--- config.mk ---
export PLATFORM = sky130hd
export DESIGN_NAME = invaders_fleet_flat
export DESIGN_NICKNAME = d
export VERILOG_FILES = /design/src/rtl/invaders_fleet_pkg.sv /design/src/rtl/invaders_fleet_if.sv /design/src/rtl/invaders_fleet_step_timer.sv /design/src/rtl/invaders_fleet.sv /design/src/flat_wrapper.sv
export SDC_FILE = /design/constraint.sdc
export NUM_CORES = 1
export LEC_CHECK = 0
export CAP_MARGIN = 30
export CELL_PAD_IN_SITES_DETAIL_PLACEMENT = 1
export CELL_PAD_IN_SITES_GLOBAL_PLACEMENT = 2
export CORE_MARGIN = 5
export CORE_UTILIZATION = 37
export CTS_BUF_LIST = sky130_fd_sc_hd__clkbuf_8 sky130_fd_sc_hd__clkbuf_16
export CTS_CLUSTER_SIZE = 30
export DETAILED_ROUTE_END_ITERATION = 10
export PLACE_DENSITY = 0.95
export SLEW_MARGIN = 20
export SYNTH_ARGS = -nofsm -noshare
export SYNTH_HDL_FRONTEND = slang
export SYNTH_SLANG_ARGS = --single-unit
--- constraint.sdc ---
create_clock -name clk_36MHz -period 14.2 [get_ports clk_36MHz]
set_input_delay 2.84 -clock clk_36MHz [delete_from_list [all_inputs] [get_ports clk_36MHz]]
set_output_delay 2.84 -clock clk_36MHz [all_outputs]
set_load 0.02 [all_outputs]
--- src/rtl/invaders_fleet_pkg.sv ---
// Shared game definitions: gameplay codes, fleet geometry and the fleet state type.
// Used by the fleet block and by the gameplay block.
package invaders_fleet_pkg;

   typedef enum logic [1:0] {
      PLAYING   = 2'b00,
      YOU_WIN   = 2'b01,
      GAME_OVER = 2'b10
   } gameplay_e;

   typedef enum logic [1:0] {
      MARCH   = 2'b00,
      DESCEND = 2'b01,
      HALT    = 2'b10
   } fleet_state_e;

   localparam int NUM_INVADERS = 20;
   localparam int LAST_LINE    = 13;

   function automatic logic [4:0] popcount20(input logic [19:0] mask);
      logic [4:0] total;
      total = 5'd0;
      for (int i = 0; i < 20; i++) begin
         total = total + {4'd0, mask[i]};
      end
      return total;
   endfunction

endpackage

--- src/rtl/invaders_fleet_if.sv ---
// Game-side bus of the invader fleet: frame/hit inputs and the fleet position outputs.
interface invaders_fleet_if;
   logic        frame_tick;
   logic [1:0]  gameplay;
   logic        hit_valid;
   logic [4:0]  hit_index;
   logic [19:0] invaders_array;
   logic [3:0]  invaders_line;
   logic [3:0]  invaders_col;
   logic        direction;
   logic        hit_ack;

   modport master (
      output frame_tick, gameplay, hit_valid, hit_index,
      input  invaders_array, invaders_line, invaders_col, direction, hit_ack
   );

   modport slave (
      input  frame_tick, gameplay, hit_valid, hit_index,
      output invaders_array, invaders_line, invaders_col, direction, hit_ack
   );
endinterface

--- src/rtl/invaders_fleet_step_timer.sv ---
// Frame counter that paces fleet steps; the period halves once the fleet is thin.
module fleet_step_timer #(
   parameter int STEP_FRAMES = 30
) (
   input  logic clk,
   input  logic reset,
   input  logic frame_tick,
   input  logic enable,
   input  logic half_speed,
   output logic step
);

   logic [5:0] cnt_r;
   logic [5:0] period_s;

   // Period selection and step strobe, combinational so the step lands on this edge
   always_comb begin
      period_s = 6'(STEP_FRAMES);
      step     = 1'b0;
      if (half_speed) begin
         period_s = 6'(STEP_FRAMES / 2);
      end else begin
         period_s = 6'(STEP_FRAMES);
      end
      if (enable && frame_tick && (cnt_r == period_s - 6'd1)) begin
         step = 1'b1;
      end else begin
         step = 1'b0;
      end
   end

   // Frame counter; a count stranded above a freshly halved period clears without stepping
   always_ff @(posedge clk or posedge reset) begin
      if (reset) begin
         cnt_r <= 6'd0;
      end else if (enable && frame_tick) begin
         if (cnt_r >= period_s - 6'd1) begin
            cnt_r <= 6'd0;
         end else begin
            cnt_r <= cnt_r + 6'd1;
         end
      end else begin
         cnt_r <= cnt_r;
      end
   end

endmodule

--- src/rtl/invaders_fleet.sv ---
// Invader fleet: marches side to side, descends at the walls, tracks the alive mask and kills.
module invaders_fleet #(
   parameter int STEP_FRAMES = 30,
   parameter int MAX_COL     = 15,
   parameter int LAST_LINE   = invaders_fleet_pkg::LAST_LINE
) (
   input logic             clk_36MHz,
   input logic             reset,
   invaders_fleet_if.slave bus
);
   import invaders_fleet_pkg::*;

   localparam logic [3:0] MAX_COL_L   = 4'(MAX_COL);
   localparam logic [3:0] LAST_LINE_L = 4'(LAST_LINE);

   fleet_state_e state_r, state_s;
   logic [19:0]  array_r, array_s;
   logic [3:0]   line_r, line_s;
   logic [3:0]   col_r, col_s;
   logic         dir_r, dir_s;
   logic         hit_ack_r, hit_ack_s;
   logic [19:0]  hit_mask_s;
   logic         step_s;
   logic         enable_s;
   logic         half_speed_s;

   assign enable_s     = (state_r != HALT);
   assign half_speed_s = (popcount20(array_r) <= 5'd10);

   fleet_step_timer #(.STEP_FRAMES(STEP_FRAMES)) u_timer (
      .clk        (clk_36MHz),
      .reset      (reset),
      .frame_tick (bus.frame_tick),
      .enable     (enable_s),
      .half_speed (half_speed_s),
      .step       (step_s)
   );

   // Next-state: step movement, hit removal and the gameplay-driven halt
   always_comb begin
      state_s    = state_r;
      array_s    = array_r;
      line_s     = line_r;
      col_s      = col_r;
      dir_s      = dir_r;
      hit_ack_s  = 1'b0;
      hit_mask_s = 20'd0;
      if (bus.hit_index < 5'd20) begin
         hit_mask_s = 20'd1 << bus.hit_index;
      end else begin
         hit_mask_s = 20'd0;
      end
      if (state_r == HALT) begin
         state_s = HALT;
      end else begin
         if (step_s) begin
            case (state_r)
               MARCH: begin
                  if ((!dir_r && col_r == MAX_COL_L) || (dir_r && col_r == 4'd0)) begin
                     state_s = DESCEND;
                  end else if (!dir_r) begin
                     col_s = col_r + 4'd1;
                  end else begin
                     col_s = col_r - 4'd1;
                  end
               end
               DESCEND: begin
                  dir_s = ~dir_r;
                  if (line_r < LAST_LINE_L) begin
                     line_s = line_r + 4'd1;
                  end else begin
                     line_s = line_r;
                  end
                  if (line_s >= LAST_LINE_L) begin
                     state_s = HALT;
                  end else begin
                     state_s = MARCH;
                  end
               end
               default: state_s = HALT;
            endcase
         end else begin
            state_s = state_r;
         end
         // Hits on dead or out-of-range invaders see an empty mask and fall through
         if (bus.hit_valid && ((array_r & hit_mask_s) != 20'd0)) begin
            array_s   = array_r & ~hit_mask_s;
            hit_ack_s = 1'b1;
         end else begin
            hit_ack_s = 1'b0;
         end
         if (bus.gameplay != PLAYING) begin
            state_s = HALT;
         end else begin
            state_s = state_s;
         end
      end
   end

   // Fleet registers
   always_ff @(posedge clk_36MHz or posedge reset) begin
      if (reset) begin
         state_r   <= MARCH;
         array_r   <= 20'hFFFFF;
         line_r    <= 4'd0;
         col_r     <= 4'd0;
         dir_r     <= 1'b0;
         hit_ack_r <= 1'b0;
      end else begin
         state_r   <= state_s;
         array_r   <= array_s;
         line_r    <= line_s;
         col_r     <= col_s;
         dir_r     <= dir_s;
         hit_ack_r <= hit_ack_s;
      end
   end

   assign bus.invaders_array = array_r;
   assign bus.invaders_line  = line_r;
   assign bus.invaders_col   = col_r;
   assign bus.direction      = dir_r;
   assign bus.hit_ack        = hit_ack_r;

endmodule

--- src/flat_wrapper.sv ---
// flat-port wrapper written by rule: the top's interface ports become plain ports
module invaders_fleet_flat import invaders_fleet_pkg::*;
#(
   parameter int STEP_FRAMES = 30,
   parameter int MAX_COL     = 15,
   parameter int LAST_LINE   = invaders_fleet_pkg::LAST_LINE
)
  (clk_36MHz, reset, bus_frame_tick, bus_gameplay, bus_hit_valid, bus_hit_index, bus_invaders_array, bus_invaders_line, bus_invaders_col, bus_direction, bus_hit_ack);
  invaders_fleet_if bus_i ();
  input logic clk_36MHz;
  input logic reset;
  input wire logic [$bits(bus_i.frame_tick)-1:0] bus_frame_tick;
  input wire logic [$bits(bus_i.gameplay)-1:0] bus_gameplay;
  input wire logic [$bits(bus_i.hit_valid)-1:0] bus_hit_valid;
  input wire logic [$bits(bus_i.hit_index)-1:0] bus_hit_index;
  output wire logic [$bits(bus_i.invaders_array)-1:0] bus_invaders_array;
  output wire logic [$bits(bus_i.invaders_line)-1:0] bus_invaders_line;
  output wire logic [$bits(bus_i.invaders_col)-1:0] bus_invaders_col;
  output wire logic [$bits(bus_i.direction)-1:0] bus_direction;
  output wire logic [$bits(bus_i.hit_ack)-1:0] bus_hit_ack;
  assign bus_i.frame_tick = bus_frame_tick;
  assign bus_i.gameplay = bus_gameplay;
  assign bus_i.hit_valid = bus_hit_valid;
  assign bus_i.hit_index = bus_hit_index;
  assign bus_invaders_array = bus_i.invaders_array;
  assign bus_invaders_line = bus_i.invaders_line;
  assign bus_invaders_col = bus_i.invaders_col;
  assign bus_direction = bus_i.direction;
  assign bus_hit_ack = bus_i.hit_ack;
  invaders_fleet #(.STEP_FRAMES(STEP_FRAMES), .MAX_COL(MAX_COL), .LAST_LINE(LAST_LINE)) u_core (.clk_36MHz(clk_36MHz), .reset(reset), .bus(bus_i));
endmodule
==> impl_metrics.toml <==
[synth]
yosysWarnings = 0
yosys-top-cells-count = "40 x inv_1, 20 x dfstp_2, 19 x a21oi_1"
synth_area_leaders = "dfstp_2 20%, dfrtp_1 17%, fa_1 11%, ha_1 7.5%, inv_1 5.6%"
synth_nets = 313
synth-compound-area-share_pct = 14.7
synthFlopType = "dfstp_2"
syn_avg_cell_area_um2 = 9.79
synthCells = 272
synth_edf_count = 0
synthAdderAreaFrac_pct = 18.0
synth_seq_cells = 38
ys_seq_area_share_pct = 36.7
yosys.area_share.simple_pct = 18.0
synth_cell_type_count = 53
netlist_area_um2 = 2660
synth_top_cell_area_share_pct = 19.7
synth_top_family_by_area = "adder cells"
synth-xor-area-share_pct = 3.24
synth_top_area_cell = "dfstp_2"
synthMuxAreaShare_pct = 2.35
yosysMostFrequentCell = "inv_1"
synthArstFlopShare_pct = 100

[timing]
fmax_mhz = 155
fin_setup_tns_ns = 0
period_needed_ns = 6.47
slew_headroom_pct = 57.9
grt_setup_unrepaired = "false"
setup_viol = 0
finClkSkew_ns = 0.00608
hold_viol_final = 0
setup_ws_ns = 7.73
tightest_slew_ns = 0.625
slew_violations = 0
fin_crit_sh_pct = 45.6

[worst_setup_path]
reg2regPathDepth = 22
crit_top_cell = "fa_1"
worstPathArrival_ns = 6.65
cp_max_fo = 6
required_ns = 14.39
endpoint_kind = "register"
path_class = "register to register"
cp-start-kind = "register"
regToRegEndpoint = "u_core.u_timer.cnt_r[2]"
reg2reg_from = "u_core.bus.invaders_array[1]"
critPathTopFamily = "adder cells"
slowest_stage = "dfstp_2"
max_stage_delay_ns = 0.57
worst-r2r-setup-slack_ns = 7.73
path_buf_inv = 5
worstPathCellList = "ha_1 -> inv_1 -> fa_1 -> inv_1 -> fa_1 -> fa_1 -> inv_1 -> fa_1 -> fa_1 -> inv_1 -> fa_1 -> fa_1 -> xnor2_1 -> nand2_1 -> a221oi_1 -> inv_1 -> ha_1 -> nand2b_1 -> a21oi_1 -> o21ai_0 -> o21ai_0 -> mux2_2"

[power_and_ir_drop]
switching_power_w = 0.0000576
p_comb_share_pct = 10.0
switching_share_pct = 26.9
p_per_area_nw_per_um2 = 65.8
internal-power_w = 0.000156
finalPower_w = 0.000214
power_frac_seq_pct = 51.2
p_clk_share_pct = 38.9
leakage_nw = 1.43
peakVddDrop_mv = 0.0344

[global_route]
grt_max_degree = 39
track_usage_pct = 17.4
antenna_found_initial = 0
grt_pass1_wl_um = 12000
grt_pass1_vias = 2276
grt.overflow.total = 0

[cells_and_area]
fin_area_um2 = 3250
drive_gt1_share_pct = 12.1
fillCellCount = 833
nets = 355
multi_input_area_um2 = 1500
antenna_cells = 0
final_util_pct = 45.5
area_delta_synth_final_pct = 22.1
seq_area_um2 = 976

[route]
drc = 0
drt_wl_total_um = 7200
drt_iter0_drc = 114
via_per_inst = 5.21
dr.pass1.iters = 4
vias = 2157
ant_nets = 0
wl_per_cell_um = 17.4

[clock_network]
cts_tree = "built"
cts_hold_buffers = 0
post_cts_resized = 0
cts_buffer_depth = 2
clkLatencyLatePin_ns = 0.30
path_clk_slew_ns = 0.08
post-cts-setup-buffers = 0
cts_sinks = 38
clock_tree.root_cell = "clkbuf_8"
cts_max_level = 2
numCtsBuffers = 5

[placement]
placed_area_um2 = 3160
gp_congestion = 0.918
dp_worst_setup_slack_ns = 7.71
dpl.hpwl_um = 5480
io_buffers = 40

[worst_hold_path]
min_path_type = "register to register"
min_to = "u_core.bus.invaders_array[4]"
hp-start = "u_core.bus.invaders_array[4]"
min_path_cells = 1

[status]
status = "finished, final reports clean"

[floorplanning]
die_h_um = 94.8
chipWidth_um = 94.8
num_rows = 31
die_area_um2 = 8990
core_region_area_um2 = 7140
initial_core_util_pct = 37.3
ios = 41

[job]
drv_cap = 0
## layer usage
| layer | vias up | track usage (%) | wire (um) |
|---|---|---|---|
| met5 | - | 0 | 0 |
| met4 | 0 | 6.01 | 183 |
| met3 | 15 | 3.90 | 318 |
| met2 | 55 | 28.7 | 3520 |
| met1 | 1081 | 22.5 | 3180 |
| li1 | 1006 | - | - |
## power groups by stage
stage               registers (W)  logic [W]  clock network, W
finish                   0.000109  0.0000213         0.0000831
global route             0.000110  0.0000241         0.0000907
CTS                      0.000109  0.0000216         0.0000855
detailed placement       0.000111  0.0000214                 0
global placement         0.000111  0.0000208                 0
floorplan                0.000111  0.0000135                 0
## worst register-to-register path, stage by stage (launching register included)
cell	delay [ns]
dfstp_2	0.57
ha_1	0.23
inv_1	0.07
fa_1	0.40
inv_1	0.09
fa_1	0.44
fa_1	0.52
inv_1	0.06
fa_1	0.45
fa_1	0.50
inv_1	0.05
fa_1	0.40
fa_1	0.43
xnor2_1	0.16
nand2_1	0.07
a221oi_1	0.37
inv_1	0.13
ha_1	0.31
nand2b_1	0.10
a21oi_1	0.07
o21ai_0	0.51
o21ai_0	0.17
mux2_2	0.29
## cell type report
class	count	share of cell area (%)
Clock inverter	2	0.385
Inverter	40	4.62
Sequential cell	38	30.0
Clock buffer	6	2.54
Timing Repair Buffer	41	12.5
Multi-Input combinational cell	188	46.1
Tap cell	99	3.81
## worst max path at each step
stage	from	to	cells past startpoint
floorplan	u_core.bus.invaders_array[0]	u_core.bus.invaders_col[3]	23
global placement	u_core.bus.invaders_array[0]	u_core.bus.invaders_line[3]	22
detailed placement	u_core.bus.invaders_array[1]	u_core.u_timer.cnt_r[2]	22
CTS	u_core.bus.invaders_array[1]	u_core.u_timer.cnt_r[2]	22
global route	u_core.bus.invaders_array[1]	u_core.u_timer.cnt_r[2]	22
finish	u_core.bus.invaders_array[1]	u_core.u_timer.cnt_r[2]	22
## stage by stage
| stage | instances | hold WS (ns) |
|---|---|---|
| global route | 414 | 0.508 |
| CTS | 414 | 0.499 |
| global placement | 406 | 0.484 |
| floorplan | 272 | 0.495 |
| detailed placement | 406 | 0.487 |
| finish | 414 | 0.493 |
## sequential cells by signal, summed over array words and instances (netlist names)
register,cells
u_core.state_r,2
u_core.u_timer.cnt_r,6
u_core.bus.direction,1
u_core.bus.invaders_line,4
u_core.bus.invaders_col,4
u_core.bus.hit_ack,1
u_core.bus.invaders_array,20
## cells by family after synthesis
group,Yosys count
simple gates,84
xor+xnor,9
buf+inv,46
compound gates,59
mux,6
flops,38
fa+ha+maj,30
## cells in the final DEF, fill, tap and decap left out, types with 6 or more instances in the layout
cell	instances
inv_1	40
clkdlybuf4s50_1	40
dfstp_2	20
a21oi_1	19
dfrtp_1	18
nand2_1	17
ha_1	16
nor2_1	15
fa_1	14
o21ai_0	11
nand3_1	8
nand3b_1	8
nand2b_1	7
nor3_1	7
xnor2_1	6
clkbuf_8	6
(Power assumes the default switching activity.)
